File: src/rtl/relu_stream_ctrl.sv
// rtl/relu_stream_ctrl.sv - clamped-ReLU tile sequencer with registered valid/ready clamp stage
// Optional clamp-to-ceiling counter: define RELU_SAT_COUNT_EN.
module relu_stream_ctrl #(
    parameter int DATA_WIDTH     = 32,
    parameter int FRACTION_WIDTH = 15,
    parameter int COUNT_WIDTH    = 16
) (
    input  logic                   i_clk,
    input  logic                   i_rst,
    input  logic                   i_cfg_valid,
    input  logic [DATA_WIDTH-1:0]  i_cfg_max_relu,
    input  logic [COUNT_WIDTH-1:0] i_cfg_len,
    output logic                   o_cfg_error,
    input  logic                   i_start,
    output logic                   o_busy,
    output logic                   o_done,
    input  logic                   i_valid,
    input  logic [DATA_WIDTH-1:0]  i_data,
    output logic                   o_ready,
    output logic                   o_valid,
    output logic [DATA_WIDTH-1:0]  o_data,
    input  logic                   i_ready,
    output logic [COUNT_WIDTH-1:0] o_sat_count
);

    localparam int MSB = DATA_WIDTH - 1;
    localparam logic [COUNT_WIDTH-1:0] CNT_ONE = 1;

    if (FRACTION_WIDTH < 0 || FRACTION_WIDTH > DATA_WIDTH - 1) begin : g_bad_fraction
        $error("FRACTION_WIDTH must fit below the sign bit");
    end

    typedef enum logic [1:0] {
        S_IDLE,
        S_RUN,
        S_DRAIN,
        S_DONE
    } state_e;

    state_e                 state_q, state_d;
    logic [DATA_WIDTH-1:0]  ceil_q, ceil_d;
    logic [DATA_WIDTH-1:0]  data_q, data_d;
    logic [COUNT_WIDTH-1:0] len_q, len_d;
    logic [COUNT_WIDTH-1:0] rem_q, rem_d;
    logic                   err_q, err_d;
    logic                   valid_q, valid_d;

    logic                   eff_err;
    logic [COUNT_WIDTH-1:0] eff_len;
    logic                   start_ok;
    logic                   accept;
    logic                   clamp_sat;
    logic [DATA_WIDTH-1:0]  clamp_val;

    // A config load in the same cycle as start takes effect for that start.
    assign eff_err  = i_cfg_valid ? i_cfg_max_relu[MSB] : err_q;
    assign eff_len  = i_cfg_valid ? i_cfg_len : len_q;
    assign start_ok = (state_q == S_IDLE) && i_start && !eff_err;

    assign o_ready = (state_q == S_RUN) && (!valid_q || i_ready);
    assign accept  = o_ready && i_valid;

    assign clamp_sat = !i_data[MSB] && (i_data[MSB-1:0] >= ceil_q[MSB-1:0]);
    assign clamp_val = i_data[MSB] ? '0 : (clamp_sat ? ceil_q : i_data);

    always_comb begin
        state_d = state_q;
        ceil_d  = ceil_q;
        len_d   = len_q;
        err_d   = err_q;
        rem_d   = rem_q;
        valid_d = valid_q;
        data_d  = data_q;

        if (accept) begin
            data_d  = clamp_val;
            valid_d = 1'b1;
            rem_d   = rem_q - CNT_ONE;
        end else if (i_ready) begin
            valid_d = 1'b0;
        end

        case (state_q)
            S_IDLE: begin
                if (i_cfg_valid) begin
                    ceil_d = i_cfg_max_relu;
                    len_d  = i_cfg_len;
                    err_d  = i_cfg_max_relu[MSB];
                end
                if (start_ok) begin
                    rem_d   = eff_len;
                    state_d = (eff_len == '0) ? S_DONE : S_RUN;
                end
            end
            S_RUN: begin
                if (accept && rem_q == CNT_ONE) begin
                    state_d = S_DRAIN;
                end
            end
            S_DRAIN: begin
                if (!valid_q || i_ready) begin
                    state_d = S_DONE;
                end
            end
            S_DONE: begin
                state_d = S_IDLE;
            end
            default: begin
                state_d = S_IDLE;
            end
        endcase
    end

    always_ff @(posedge i_clk or posedge i_rst) begin
        if (i_rst) begin
            state_q <= S_IDLE;
            ceil_q  <= '0;
            len_q   <= '0;
            rem_q   <= '0;
            err_q   <= 1'b0;
            valid_q <= 1'b0;
            data_q  <= '0;
        end else begin
            state_q <= state_d;
            ceil_q  <= ceil_d;
            len_q   <= len_d;
            rem_q   <= rem_d;
            err_q   <= err_d;
            valid_q <= valid_d;
            data_q  <= data_d;
        end
    end

    assign o_cfg_error = err_q;
    assign o_busy      = (state_q != S_IDLE);
    assign o_done      = (state_q == S_DONE);
    assign o_valid     = valid_q;
    assign o_data      = data_q;

`ifdef RELU_SAT_COUNT_EN
    logic [COUNT_WIDTH-1:0] sat_q, sat_d;

    always_comb begin
        sat_d = sat_q;
        if (start_ok) begin
            sat_d = '0;
        end else if (accept && clamp_sat && sat_q != '1) begin
            sat_d = sat_q + CNT_ONE;
        end
    end

    always_ff @(posedge i_clk or posedge i_rst) begin
        if (i_rst) begin
            sat_q <= '0;
        end else begin
            sat_q <= sat_d;
        end
    end

    assign o_sat_count = sat_q;
`else
    assign o_sat_count = '0;
`endif

endmodule

File: config.mk
export PLATFORM = sky130hd
export DESIGN_NAME = relu_stream_ctrl
export DESIGN_NICKNAME = d
export VERILOG_FILES = /design/src/rtl/relu_stream_ctrl.sv
export SDC_FILE = /design/constraint.sdc
export NUM_CORES = 1
export LEC_CHECK = 0
export CAP_MARGIN = 20
export CORE_MARGIN = 2
export CORE_UTILIZATION = 50
export CTS_BUF_LIST = sky130_fd_sc_hd__clkbuf_2 sky130_fd_sc_hd__clkbuf_4 sky130_fd_sc_hd__clkbuf_8
export CTS_CLUSTER_DIAMETER = 200
export DETAILED_ROUTE_END_ITERATION = 6
export PLACE_DENSITY_LB_ADDON = 0.05
export SLEW_MARGIN = 10
export SYNTH_ARGS = -nofsm -noshare
export SYNTH_HDL_FRONTEND = slang
export SYNTH_SLANG_ARGS = --single-unit
File: constraint.sdc
create_clock -name i_clk -period 5.4 [get_ports i_clk]
set_input_delay 1.35 -clock i_clk [delete_from_list [all_inputs] [get_ports i_clk]]
set_output_delay 1.35 -clock i_clk [all_outputs]
set_load 0.01 [all_outputs]
== Word level (Yosys, flattened, before mapping) ==
Index checks and enable logic that the tools add are counted.
Word-level totals
  word-level logic and storage cells: 46
  flip-flop bits (word level): 100
  output and inout port bits: 53
  bits of input ports: 86
Operators by class
  mux-type cells: 14
  order comparisons: 1
  $add $sub $neg: 1
  reduce and logical (&&, ||, !) cells: 16
  equal/unequal tests: 7
Operators with widths (count)
  $mux 16: 4
  $mux 32: 2
  $ge 31x31->1: 1
  $eq 16x1->1 const B: 1
  $logic_not 16->1: 1
  $sub 16x1->16 const B: 1
  $mux 2: 4
  $pmux 2 s4: 1
  $logic_and 1x1->1: 6
  $eq 2x2->1 const B: 2
  $ne 2x2->1 const B: 2
  $reduce_bool 2->1: 2
  $logic_not 1->1: 3
  $mux 1: 3
  $reduce_and 3->1: 1
  $eq 2x1->1 const B: 1
  $logic_not 2->1: 1
  $ne 2x1->1 const B: 1
  $reduce_and 2->1: 1
  $logic_or 1x1->1: 1

== Depth between registers and ports, before layout ==
  depth in word-level cells: 7
  mapped depth: 10
  gate-level depth less buffers: 8

== Least setup slack after synthesis ==
No wires, ideal clock.
  kind: input port to flip-flop
  from: input i_data[16]
  to: register data_q[26], in the netlist o_data[26]
  arrival time: 3.042 ns
  data required time: 5.269 ns
  stages: 9
  path slack: 2.226 ns
  library setup time: 0.131 ns
  path buffers: 2
  cell sequence: ha_1 > a21o_1 > a221o_1 > a22o_1 > or2_1 > buf_6 > buf_6 > a32oi_1 > nand3_1
Between the ends
  word-level cells in the longest chain between the ends: 4
Ends and longest elaborated chain
  from (decl): RTL line 18  | input logic [DATA_WIDTH-1:0] i_data,
  $ge 31x31->1: RTL line 63  | assign clamp_sat = !i_data[MSB] && (i_data[MSB-1:0] >= ceil_q[MSB-1:0]);
  $logic_and 1x1->1: RTL line 63
  $mux 32 (2 in a row): RTL line 64  | assign clamp_val = i_data[MSB] ? '0 : (clamp_sat ? ceil_q : i_data);
  to (signal assigned): RTL line 130  | data_q <= data_d;
  to (decl): RTL line 42  | logic [DATA_WIDTH-1:0] data_q, data_d;
Every way passes these cells.
A chain may end at the register's enable or synchronous reset.

== Final worst setup path ==
  from: input i_ready
  to: output o_ready
Between the ends
  word-level cells in the longest chain between the ends: 2
Ends and longest elaborated chain
  from (decl): RTL line 22  | input logic i_ready,
  $logic_or 1x1->1: RTL line 60  | assign o_ready = (state_q == S_RUN) && (!valid_q || i_ready);
  $logic_and 1x1->1: RTL line 60
  to (decl): RTL line 19  | output logic o_ready,
Every way passes these cells.

==> PnR_summary.wiki <==
{| class="wikitable"
! Metric !! Value
|-
| Initial antenna violation count || 0
|-
| Max clock buf depth || 2
|-
| Signal arrival time at the worst endpoint || 2.69 ns
|-
| Worst setup skew after layout || 0.00657 ns
|-
| Die X-Extent || 113 µm
|-
| Vias per std cell || 6.06
|-
| Reg-to-reg slack, setup || 2.57 ns
|-
| Total core area || 0.0115 mm²
|-
| Number of placed I/O pins || 139
|-
| Number of unique standard cell types used by synthesis || 49
|-
| Sort of element at the start of the critical path || input port
|-
| Placed Cells || 807
|-
| Run status || finished with violations
|-
| Ant. Diodes || 0
|-
| Die height || 113 µm
|-
| Clock power frac || 16.0%
|-
| Area of the die || 0.0128 mm²
|-
| Sequential group share of total power || 37.6%
|-
| Async set or reset register ratio after synthesis || 100%
|-
| Combinational group share of total power || 46.4%
|-
| Crit path setup slack, layout || 1.36 ns
|-
| Post-CTS repair timing setup buffer count || 0
|-
| Final number of setup-violating endpoints || 0
|-
| R2R depth || 9
|-
| Pwr dens || 496 mW/mm²
|-
| Via Count || 4986
|-
| Fraction of the yosys area taken by sequential cells || 42.1%
|-
| Max-Slew Margin vs Limit || 38.7%
|-
| Number of flip-flops and latches in the synthesized netlist || 100
|-
| Number of pins exceeding their max-slew limit in the final report || 0
|-
| Synthesized area || 0.00595 mm²
|-
| Global placer's final weighted congestion || 0.806
|-
| Peak supply drop || 0.298 mV
|-
| Cells on Worst Hold Path || 2
|-
| FILL cells || 953
|-
| Most frequent standard cell in the layout excluding fill and tap cells || sky130_fd_sc_hd__clkdlybuf4s50_1
|-
| Transition time of the tightest slew-check pin || 0.920 ns
|-
| Crit-path max FO || 4
|-
| Resized Gates After CTS || 0
|-
| Number of global-route vias before repair || 4996
|-
| Total number of nets in the final design || 798
|-
| # DRC || 11
|-
| Total GRT Usage || 24.6%
|-
| Total internal power || 2.22 mW
|-
| Worst endpoint required time || 4.05 ns
|-
| Maximum clock frequency || 248 MHz
|-
| Post-CTS clock slew at the launch and capture registers of the worst setup and hold paths || 0.09 ns
|-
| Largest net degree at the start of global routing || 95
|-
| Total negative setup slack || 0 ns
|-
| Worst setup path class || in -> out
|-
| Area Growth Syn to Fin || 25.3%
|-
| Layout cells sized above 1 || 12.6%
|-
| CTS H-tree lvls || 3
|-
| Reported max-cap violation count || 0
|-
| Number of rows in the core area || 39
|-
| Min cycle time layout || 4.04 ns
|-
| Failing checks || design-rule violations
|-
| Final routed wire length divided by cell count || 18.5 µm
|-
| Most used cells in the layout excluding fill and tap cells || sky130_fd_sc_hd__clkdlybuf4s50_1, sky130_fd_sc_hd__dfrtp_1, sky130_fd_sc_hd__mux2_2
|-
| Min-delay worst type || reg -> reg
|-
| Worst-Skew Late Latency || 0.38 ns
|-
| Syn. warnings || 0
|-
| FF-to-FF Start || ceil_q[28]$_DFFE_PP0P_
|-
| Number of port buffers || 122
|-
| Most frequently used flop master after synthesis || sky130_fd_sc_hd__dfrtp_1
|-
| Unrepaired setup endpoints after global routing || no
|-
| Wire length of the first global-routing pass || 25.2 mm
|-
| Initial Util || 51.6%
|-
| Number of CTS-inserted buffers || 9
|-
| Switch share || 39.9%
|-
| Hold Fails Final Rpt || 0
|-
| Gate count after technology mapping || 573
|-
| Number of hold buffers added after CTS || 0
|-
| Overflow left after global routing || 0
|-
| Post-route antenna net violation count || 0
|-
| Post-Syn Area per Cell || 10.4 µm²
|-
| Number of flops mapped to enable cells by yosys || 0
|-
| HP Start || ceil_q[31]$_DFFE_PP0P_
|-
| Pre-CTS WS || 1.18 ns
|-
| Total Power Consumption || 3.70 mW
|-
| Detailed-placement wirelength estimate || 10.6 mm
|-
| Net switching power || 1.47 mW
|-
| Static leakage power || 3.21 nW
|-
| CTS Root Buffer Type || sky130_fd_sc_hd__clkbuf_8
|-
| Number of standard cells in the final layout excluding fillers || 823
|-
| Endpoint of the worst hold-timing path || ceil_q[31]$_DFFE_PP0P_
|-
| TritonCTS clock tree || yes
|-
| Final core area utilization || 64.7%
|-
| Sink Count || 100
|-
| Endpoint of the most critical register-to-register path || o_data[2]$_DFFE_PP0P_
|-
| Worst Setup End Kind || primary output
|-
| First DRT Iteration DRCs || 253
|-
| Final Routed Wirelength || 15.3 mm
|-
| Post-route fraction of the period consumed by the critical path || 74.8%
|-
| Count of TritonRoute iterations in the first routing pass || 6
|}
==> critical path, cell delays in order <==
cell and delay (ns):
sky130_fd_sc_hd__clkdlybuf4s50_1 0.47, sky130_fd_sc_hd__nand2b_1 0.19, sky130_fd_sc_hd__and2_1 0.15, sky130_fd_sc_hd__clkdlybuf4s50_1 0.53
==> state kept, by name, summed over array words and instances, names as in the netlist <==
name / flops
rem_q: 16
ceil_q: 32
state_q: 2
o_valid: 1
len_q: 16
o_cfg_error: 1
o_data: 32
==> power groups by stage <==
stage | Sequential, mW | Clock [mW] | Combinational [mW]
final | 1.39 | 0.590 | 1.72
after global routing | 1.44 | 0.630 | 1.90
after CTS | 1.39 | 0.604 | 1.72
after detailed placement | 1.40 | 0 | 1.71
after global placement | 1.38 | 0 | 1.66
after floorplan | 1.36 | 0 | 1.14
==> cell families after synthesis <==
logic type | Yosys count | share of synthesized area (%)
other cells | 1 | 0.0631
compound gates | 117 | 15.2
xor+xnor | 13 | 1.91
mux | 61 | 11.2
fa+ha+maj | 37 | 7.79
flops | 100 | 42.1
simple gates | 143 | 13.7
buf+inv | 101 | 8.10
==> worst max path at each step <==
stage | startpoint | end | slack (ns) | cells past startpoint
final | i_ready | o_ready | 1.36 | 4
after global routing | i_ready | o_ready | 1.31 | 4
after CTS | i_ready | o_ready | 1.35 | 4
after detailed placement | i_data[30] | o_data[30]$_DFFE_PP0P_ | 1.18 | 9
after global placement | i_data[28] | o_data[29]$_DFFE_PP0P_ | 1.29 | 9
after floorplan | i_rst | ceil_q[0]$_DFFE_PP0P_ | 1.43 | 1
==> final cells by class <==
cell class,count,area [µm²],area share (%)
clock inverter,6,111,1.49
tap,143,179,2.40
inverter,40,153,2.05
clock buffer,10,138,1.85
sequential,100,2500,33.6
timing repair buffer,137,1330,17.9
multi-input combinational,387,3030,40.7
==> per-stage QoR <==
stage	cell area, µm²	hold WS [ns]
finish	7450	0.492
global route	7450	0.511
CTS	7450	0.496
detailed placement	7200	0.476
global placement	7200	0.465
floorplan	6000	0.447
==> Yosys cell counts (7+ instances only) <==
cell type                   number  area share [%]
sky130_fd_sc_hd__dfrtp_1       100              42
sky130_fd_sc_hd__mux2_2         46             8.7
sky130_fd_sc_hd__inv_1          40             2.5
sky130_fd_sc_hd__nand4_1        38             4.0
sky130_fd_sc_hd__ha_1           37             7.8
sky130_fd_sc_hd__nand3_1        36             3.0
sky130_fd_sc_hd__a32oi_1        31             4.6
sky130_fd_sc_hd__o2111ai_1      31             4.6
sky130_fd_sc_hd__clkbuf_1       24             1.5
sky130_fd_sc_hd__nand2_1        21             1.3
sky130_fd_sc_hd__a21oi_1        18             1.5
sky130_fd_sc_hd__buf_4          16             2.0
sky130_fd_sc_hd__mux2i_1        15             2.5
sky130_fd_sc_hd__o21ai_0        12             1.0
sky130_fd_sc_hd__xnor2_1        11             1.6
sky130_fd_sc_hd__buf_2          10            0.84
sky130_fd_sc_hd__nor2b_1        10             1.1
sky130_fd_sc_hd__a211oi_1        9             1.1
sky130_fd_sc_hd__nor4_1          9            0.95
sky130_fd_sc_hd__nor2_1          8            0.51
sky130_fd_sc_hd__buf_1           7            0.44
==> per-layer routing <==
metal | up-vias | wire length, µm | track usage, %
li1 | 2350 | - | -
met3 | 15 | 1010 | 6.16
met4 | 0 | 138 | 6.02
met5 | - | 0 | 0
met1 | 2440 | 6710 | 33.7
met2 | 181 | 7410 | 39.6
Power figures use the tool's default switching activity.
